## src/rtl/mips32_fetch_unit.sv

```systemverilog
// MIPS32 instruction fetch: req/ack imem reader feeding a prefetch queue
// that decode drains over valid/ready. A redirect flushes the queue.
module mips32_fetch_unit #(
  parameter int          DEPTH    = 4,
  parameter logic [31:0] RESET_PC = 32'd0
) (
  input  logic        clk,
  input  logic        reset_n,
  output logic        imem_req,
  output logic [29:0] imem_addr,
  input  logic        imem_ack,
  input  logic [31:0] imem_rdata,
  input  logic        redirect,
  input  logic [31:0] redirect_pc,
  output logic        instr_valid,
  input  logic        instr_ready,
  output logic [31:0] instr,
  output logic [31:0] instr_pc
);

  localparam int PW = $clog2(DEPTH);
  localparam int CW = PW + 1;

  localparam logic [1:0] S_IDLE = 2'd0;
  localparam logic [1:0] S_REQ  = 2'd1;
  localparam logic [1:0] S_DROP = 2'd2;

  logic [1:0]    state;
  logic [31:0]   fetch_pc;
  logic [29:0]   drop_addr;
  logic [31:0]   q_instr [DEPTH];
  logic [31:0]   q_pc    [DEPTH];
  logic [PW-1:0] head;
  logic [PW-1:0] tail;
  logic [CW-1:0] count;
  logic [CW-1:0] after_push;
  logic          push;
  logic          pop;

  assign imem_req    = (state == S_REQ) || (state == S_DROP);
  assign imem_addr   = (state == S_DROP) ? drop_addr : fetch_pc[31:2];
  assign instr_valid = (count != '0);
  assign instr       = q_instr[head];
  assign instr_pc    = q_pc[head];

  assign push       = (state == S_REQ) && imem_ack && !redirect;
  assign pop        = instr_valid && instr_ready;
  assign after_push = count + CW'(1) - CW'(pop);

  always_ff @(posedge clk or negedge reset_n) begin
    if (!reset_n) begin
      state     <= S_IDLE;
      fetch_pc  <= RESET_PC;
      drop_addr <= '0;
      head      <= '0;
      tail      <= '0;
      count     <= '0;
      for (int i = 0; i < DEPTH; i++) begin
        q_instr[i] <= '0;
        q_pc[i]    <= '0;
      end
    end else begin
      if (push) begin
        q_instr[tail] <= imem_rdata;
        q_pc[tail]    <= fetch_pc;
      end
      if (redirect) begin
        count    <= '0;
        head     <= '0;
        tail     <= '0;
        fetch_pc <= redirect_pc & 32'hFFFF_FFFC;
        // An unacked request must still be drained at its old address
        unique case (1'b1)
          (state == S_REQ): begin
            if (!imem_ack) begin
              state     <= S_DROP;
              drop_addr <= fetch_pc[31:2];
            end else begin
              state <= S_REQ;
            end
          end
          (state == S_DROP): state <= imem_ack ? S_REQ : S_DROP;
          default:           state <= S_REQ;
        endcase
      end else begin
        count <= count + CW'(push) - CW'(pop);
        if (push) tail <= tail + PW'(1);
        if (pop)  head <= head + PW'(1);
        unique case (1'b1)
          (state == S_IDLE): begin
            if (count < CW'(DEPTH)) state <= S_REQ;
          end
          (state == S_REQ): begin
            if (imem_ack) begin
              fetch_pc <= fetch_pc + 32'd4;
              state    <= (after_push < CW'(DEPTH)) ? S_REQ : S_IDLE;
            end
          end
          (state == S_DROP): begin
            if (imem_ack) state <= S_REQ;
          end
          default: state <= S_IDLE;
        endcase
      end
    end
  end

endmodule
```

## config.mk

```make
export PLATFORM = sky130hd
export DESIGN_NAME = mips32_fetch_unit
export DESIGN_NICKNAME = d
export VERILOG_FILES = /design/src/rtl/mips32_fetch_unit.sv
export SDC_FILE = /design/constraint.sdc
export NUM_CORES = 1
export LEC_CHECK = 0
export CORE_AREA = 2 2 154 156
export CTS_CLUSTER_DIAMETER = 30
export DETAILED_ROUTE_END_ITERATION = 8
export DIE_AREA = 0 0 156 158
export DONT_BUFFER_PORTS = 1
export PLACE_DENSITY = 0.79
export SETUP_SLACK_MARGIN = 0.4
export SYNTH_ARGS = -nofsm -noshare
export SYNTH_HDL_FRONTEND = slang
export SYNTH_SLANG_ARGS = --single-unit
```

## constraint.sdc

```tcl
create_clock -name clk -period 3.1 [get_ports clk]
set_input_delay 0.155 -clock clk [delete_from_list [all_inputs] [get_ports clk]]
set_output_delay 0.155 -clock clk [all_outputs]
set_load 0.01 [all_outputs]
```

# ---- Yosys cells after proc, flatten, opt, wreduce, memory -nomap -nowiden
# Cells that the tools add are included.
dict set report totals {
  out_inout_bits 96
  register_bits 327
  elab_cells 77
  input_bits 69
}
dict set report classes {
  magnitude_cmp 5
  n_eq_ne 5
  reduce_logical 16
  n_addsub 7
  n_mux 27
  bitwise 3
}
# operator count
set op_table {}
lappend op_table {{128-bit bitwise mux} 2}
lappend op_table {{32-bit 2-to-1 mux} 8}
lappend op_table {{32-bit binary-select mux with 2-bit select} 2}
lappend op_table {{32-bit demux with 2-bit select} 1}
lappend op_table {{32-bit by 3-bit adder with 32-bit output (second input constant)} 1}
lappend op_table {{30-bit 2-to-1 mux} 1}
lappend op_table {{2-bit 2-to-1 mux} 10}
lappend op_table {{2-bit nonzero test} 4}
lappend op_table {{3-bit >= comparator (second input constant)} 2}
lappend op_table {{3-bit < comparator (second input constant)} 2}
lappend op_table {{3-bit != test (second input constant)} 2}
lappend op_table {{2-bit inverter with 3-bit output} 2}
lappend op_table {{2-bit case mux with 3 select lines} 1}
lappend op_table {{3-bit AND reduction} 2}
lappend op_table {{3-bit by 1-bit subtractor with 3-bit output} 2}
lappend op_table {{2-bit by 1-bit adder with 2-bit output (second input constant)} 2}
lappend op_table {{1-bit logical AND} 4}
lappend op_table {{3-bit by 1-bit adder with 3-bit output} 1}
lappend op_table {{3-bit by 1-bit adder with 3-bit output (second input constant)} 1}
lappend op_table {{3-bit by 1-bit < comparator with 1-bit output (second input constant)} 1}
lappend op_table {{3-bit 2-to-1 mux} 1}
lappend op_table {{3-bit by 2-bit != test with 1-bit output (second input constant)} 1}
lappend op_table {{3-bit nonzero test} 1}
lappend op_table {{2-bit by 1-bit equality test with 1-bit output (second input constant)} 1}
lappend op_table {{8 further kinds} 8}

# ---- Longest topological paths before layout
dict set report depth {
  depth_word 8
  depth_mapped 13
  depth_no_buf 13
}

# ---- Least setup slack after synthesis
# Ideal clock, no wire load.
dict set report synth_path {
  path_type {register to register}
  from {register state[1]}
  to {register count[2]}
  setup_time_ns 0.132
  path_slack_ns 0.618
  required_time_ns 2.968
  stages_incl_launch_ff 14
  path_buffers 0
  arrival_time_ns 2.350
  synth_period_minus_slack_ns 2.482
  path_cell_list {dfrtp_1 > inv_1 > ha_1 > nand2_1 > nor2_1 > inv_1 > ha_1 > inv_1 > ha_1 > inv_1 > fa_1 > xor2_1 > xnor2_1 > nor2_1}
}
dict set report synth_via {
  elab_chain_cells 6
}
# element line_no
set synth_rtl {}
lappend synth_rtl {{start, declared} 28} ;# logic [1:0] state;
lappend synth_rtl {{start signal, assigned} 82} ;# (state == S_DROP): state <= imem_ack ? S_REQ : S_DROP;
lappend synth_rtl {{start signal, assigned} 96} ;# state <= (after_push < CW'(DEPTH)) ? S_REQ : S_IDLE;
lappend synth_rtl {{2-bit by 1-bit equality test with 1-bit output} 46} ;# assign push = (state == S_REQ) && imem_ack && !redirect;
lappend synth_rtl {{1-bit logical AND (2 in a row)} 46}
lappend synth_rtl {{3-bit by 1-bit adder with 3-bit output} 86} ;# count <= count + CW'(push) - CW'(pop);
lappend synth_rtl {{3-bit by 1-bit subtractor with 3-bit output} 86}
lappend synth_rtl {{3-bit 2-to-1 mux} 67} ;# if (redirect) begin
lappend synth_rtl {{end signal, assigned} 86}
lappend synth_rtl {{end, declared} 35} ;# logic [CW-1:0] count;
# Every way passes these cells.
# A chain may end at the register's enable or synchronous reset.

# ---- Final worst setup path
# Ends and elaborated chain as after synthesis.

==> metrics.md <==
| Metric | Value |
|---|---|
| Top-level I/O count | `165` |
| Sink Count | `317` |
| Final ANT Viol Nets | `0` |
| DRT Wirelength | `31.85 mm` |
| Ys async rst share | `100.0%` |
| DR vias/cell | `6.212` |
| R2r startpoint | `state[1]` |
| Max IR drop VDD | `0.6111 mV` |
| Drt initial violations | `457` |
| Routed vias | `8691` |
| Max Buffers Root-to-Sink | `3` |
| Most frequent cell after synthesis | `dfrtp_1` |
| Crit path kind | `reg -> reg` |
| Hold_buf cts | `67` |
| Worst Setup End Kind | `flip-flop` |
| CTS H-tree lvls | `2` |
| Run status | `finished with violations` |
| RSZ-0062 raised after global routing | `no` |
| CP arrival | `2960 ps` |
| Chip height | `158 um` |
| Initial antenna violation count | `1` |
| Initial DRT Pass Iterations | `5` |
| Share of post-route cells with drive strength above 1 | `45.49%` |
| DRC viols | `0` |
| CP Max Fanout | `8` |
| CTS tree | `yes` |
| Tcrit/Tclk final | `81.40%` |
| Top_reg_cell synth | `dfrtp_1` |
| Syn avg cell area | `14.64 um^2` |
| R2r worst-path depth | `13` |
| Final Hold Fails | `317` |
| Max_slew headroom | `57.07%` |
| DR WL/cell | `22.77 um` |
| Failing checks | `hold timing` |
| EDFF count, synth | `0` |
| # port buffers | `0` |
| Mapped cell area | `14510 um^2` |
| Library cells used by synthesis | `49` |
| Worst path required time | `3530 ps` |
| CP startpoint | `state[1]` |
| Max Cap Viol | `0` |
| CTS Root Cell | `clkbuf_16` |
| Post-Place Setup Slack | `549.9 ps` |
| Hold WC Path Type | `in -> async` |
| Highest clock rate | `396.3 MHz` |
| Internal reg-to-reg setup slack | `580 ps` |
| Area grow syn2layout | `21.04%` |
| Slew @ Worst Pin | `643.9 ps` |
| Total negative setup slack | `0 ps` |
| Reg clk slew, reported paths | `50 ps` |
| Setup slack after layout | `576.6 ps` |
| Largest net degree at the start of global routing | `318` |
| GPL Wtd Cong | `0.7702` |
| Final Skew | `22.08 ps` |
| Insertion delay to the later sink of the worst-skew pair | `550 ps` |
| Worst setup SP type | `flip-flop` |
| Vias in the first global route | `9259` |
| FP Rows | `56` |
| Warnings, synthesis | `0` |
| Hold slack | `-685.6 ps` |
| Setup Fix Bufs, Post-CTS | `0` |
| Post-synth top area share | `54.68%` |
| Initial core utilization | `62.93%` |
| Post-DP HPWL | `17.76 mm` |
| Cell count after synthesis | `991` |
| Worst setup endpoint | `count[2]` |
| Final setup violation count | `0` |
| Synth area leaders | `dfrtp_1, mux2_2, mux4_2` |
| Fin crit period | `2523 ps` |
| Seq/Total Area, Yosys | `54.68%` |
| Die Wd | `156 um` |
| Nets@finish | `1142` |
| Worst r2r dst | `count[2]` |
| Fillers | `1290` |
| Grt total ovfl | `0` |
| CTS Buf Count | `60` |
| Power per Cell Area | `1006 nW/um^2` |
| Synth area leader | `dfrtp_1` |
| Tot GR Track Use | `26.65%` |
| Synth cell count leaders | `dfrtp_1, mux2_2, mux4_2` |
| Static Leak | `0.007870 uW` |
| First-pass GRT wire length | `50.87 mm` |
| CORE AREA | `23050 um^2` |
| Die area | `24650 um^2` |
| Yosys reg bits | `317` |
| Max-slew violation count | `0` |
cells by family (layout without fill, tap and decap cells):
| family | Yosys count | after routing | share of synthesized area, % |
|---|---|---|---|
| multiplexers | 363 | 363 | 32.98 |
| buffers and inverters | 98 | 214 | 3.122 |
| AO/OA/AOI/OAI | 62 | 62 | 2.657 |
| other | 1 | 3 | 0.02585 |
| AND/OR/NAND/NOR | 121 | 121 | 4.416 |
| XOR/XNOR | 17 | 17 | 1.026 |
| flip-flops | 317 | 317 | 54.68 |
| adder cells (fa/ha/maj) | 12 | 12 | 1.087 |
area by class of cell:
type | count | area [um^2] | area share, %
clock buffers | 81 | 1732 | 9.862
flip-flops and latches | 317 | 7938 | 45.21
multi-input cells | 577 | 6160 | 35.08
inverters | 16 | 60.06 | 0.3421
clock inverters | 28 | 407.9 | 2.323
diodes | 1 | 2.502 | 0.01425
repair buffers | 89 | 895.9 | 5.102
well taps | 290 | 362.8 | 2.067
power breakdown:
part / internal, uW / switching [uW] / total, uW
clock network: 4630 / 2080 / 6710
registers: 5680 / 916 / 6600
logic: 2470 / 1880 / 4350
total: 12800 / 4870 / 17700
placed cells by master (no fill, tap or decap), types with 3 or more instances in the layout:
cell type	count
clkbuf_16	61
mux4_2	62
o21ai_0	24
and3_1	3
nand4_1	4
clkinv_4	7
nand3_1	12
nand3_2	3
xor2_1	4
clkbuf_8	13
nor4_1	4
or4_4	3
dfrtp_1	315
nor2_1	25
or4_1	11
nor3_1	5
a31oi_1	15
o31ai_1	10
buf_12	5
xnor2_1	13
buf_4	18
clkinv_2	7
mux2_2	300
inv_6	3
a21oi_1	4
bufinv_16	9
dlygate4sd3_1	66
inv_1	16
clkbuf_1	7
nand2_1	35
or3_1	3
nand2_4	4
ha_1	9
worst max-delay path, stage by stage (launching register included):
cell	delay [ps]
dfrtp_1	410
inv_1	90
ha_2	240
nand2_1	170
nor2_1	180
inv_1	60
ha_1	280
inv_1	60
ha_1	130
inv_1	50
fa_1	370
xor2_1	170
xnor2_1	130
nor2_1	50
through the flow:
stage,util (%),cell area [um^2],cells,total power [uW]
after detailed placement,63.91,14730,1222,10830
after global placement,63.91,14730,1222,10610
after floorplan,-,14510,992,9867
after global routing,76.17,17560,1399,18460
after CTS,76.15,17550,1398,17760
final,76.17,17560,1399,17660
per-layer routing:
metal,vias to the layer above,share of wire [%],wire length (um),GRT usage (%)
li1,3807,-,-,-
met1,4547,41,13010,33.40
met2,267,49,15770,44.88
met3,70,7.2,2306,7.583
met4,0,2.4,774,9.305
met5,-,0,0,0
timing repair:
| action | 4_1_cts | 5_1_grt |
|---|---|---|
| hold endpoints to repair | 484 | 317 |
| setup endpoints to repair | 0 | 1 |
| gates resized for setup | 0 | 1 |
sequential cells by signal (all words and copies together), names as in the netlist:
register / flops
fetch_pc: 30
head: 2
count: 3
q_pc: 120
drop_addr: 30
tail: 2
state: 2
q_instr: 128
worst min-delay path by stage:
| stage | start | to | slack, ps | cells past startpoint |
|---|---|---|---|---|
| after floorplan | reset_n | count[0] | -140 | 0 |
| after global placement | reset_n | q_instr[76] | -130 | 0 |
| after detailed placement | reset_n | q_instr[109] | -130 | 0 |
| after CTS | reset_n | q_pc[71] | -720 | 0 |
| after global routing | reset_n | q_instr[108] | -710 | 0 |
| final | reset_n | q_instr[109] | -690 | 0 |
Note: power is estimated with default switching activity, not from simulation.
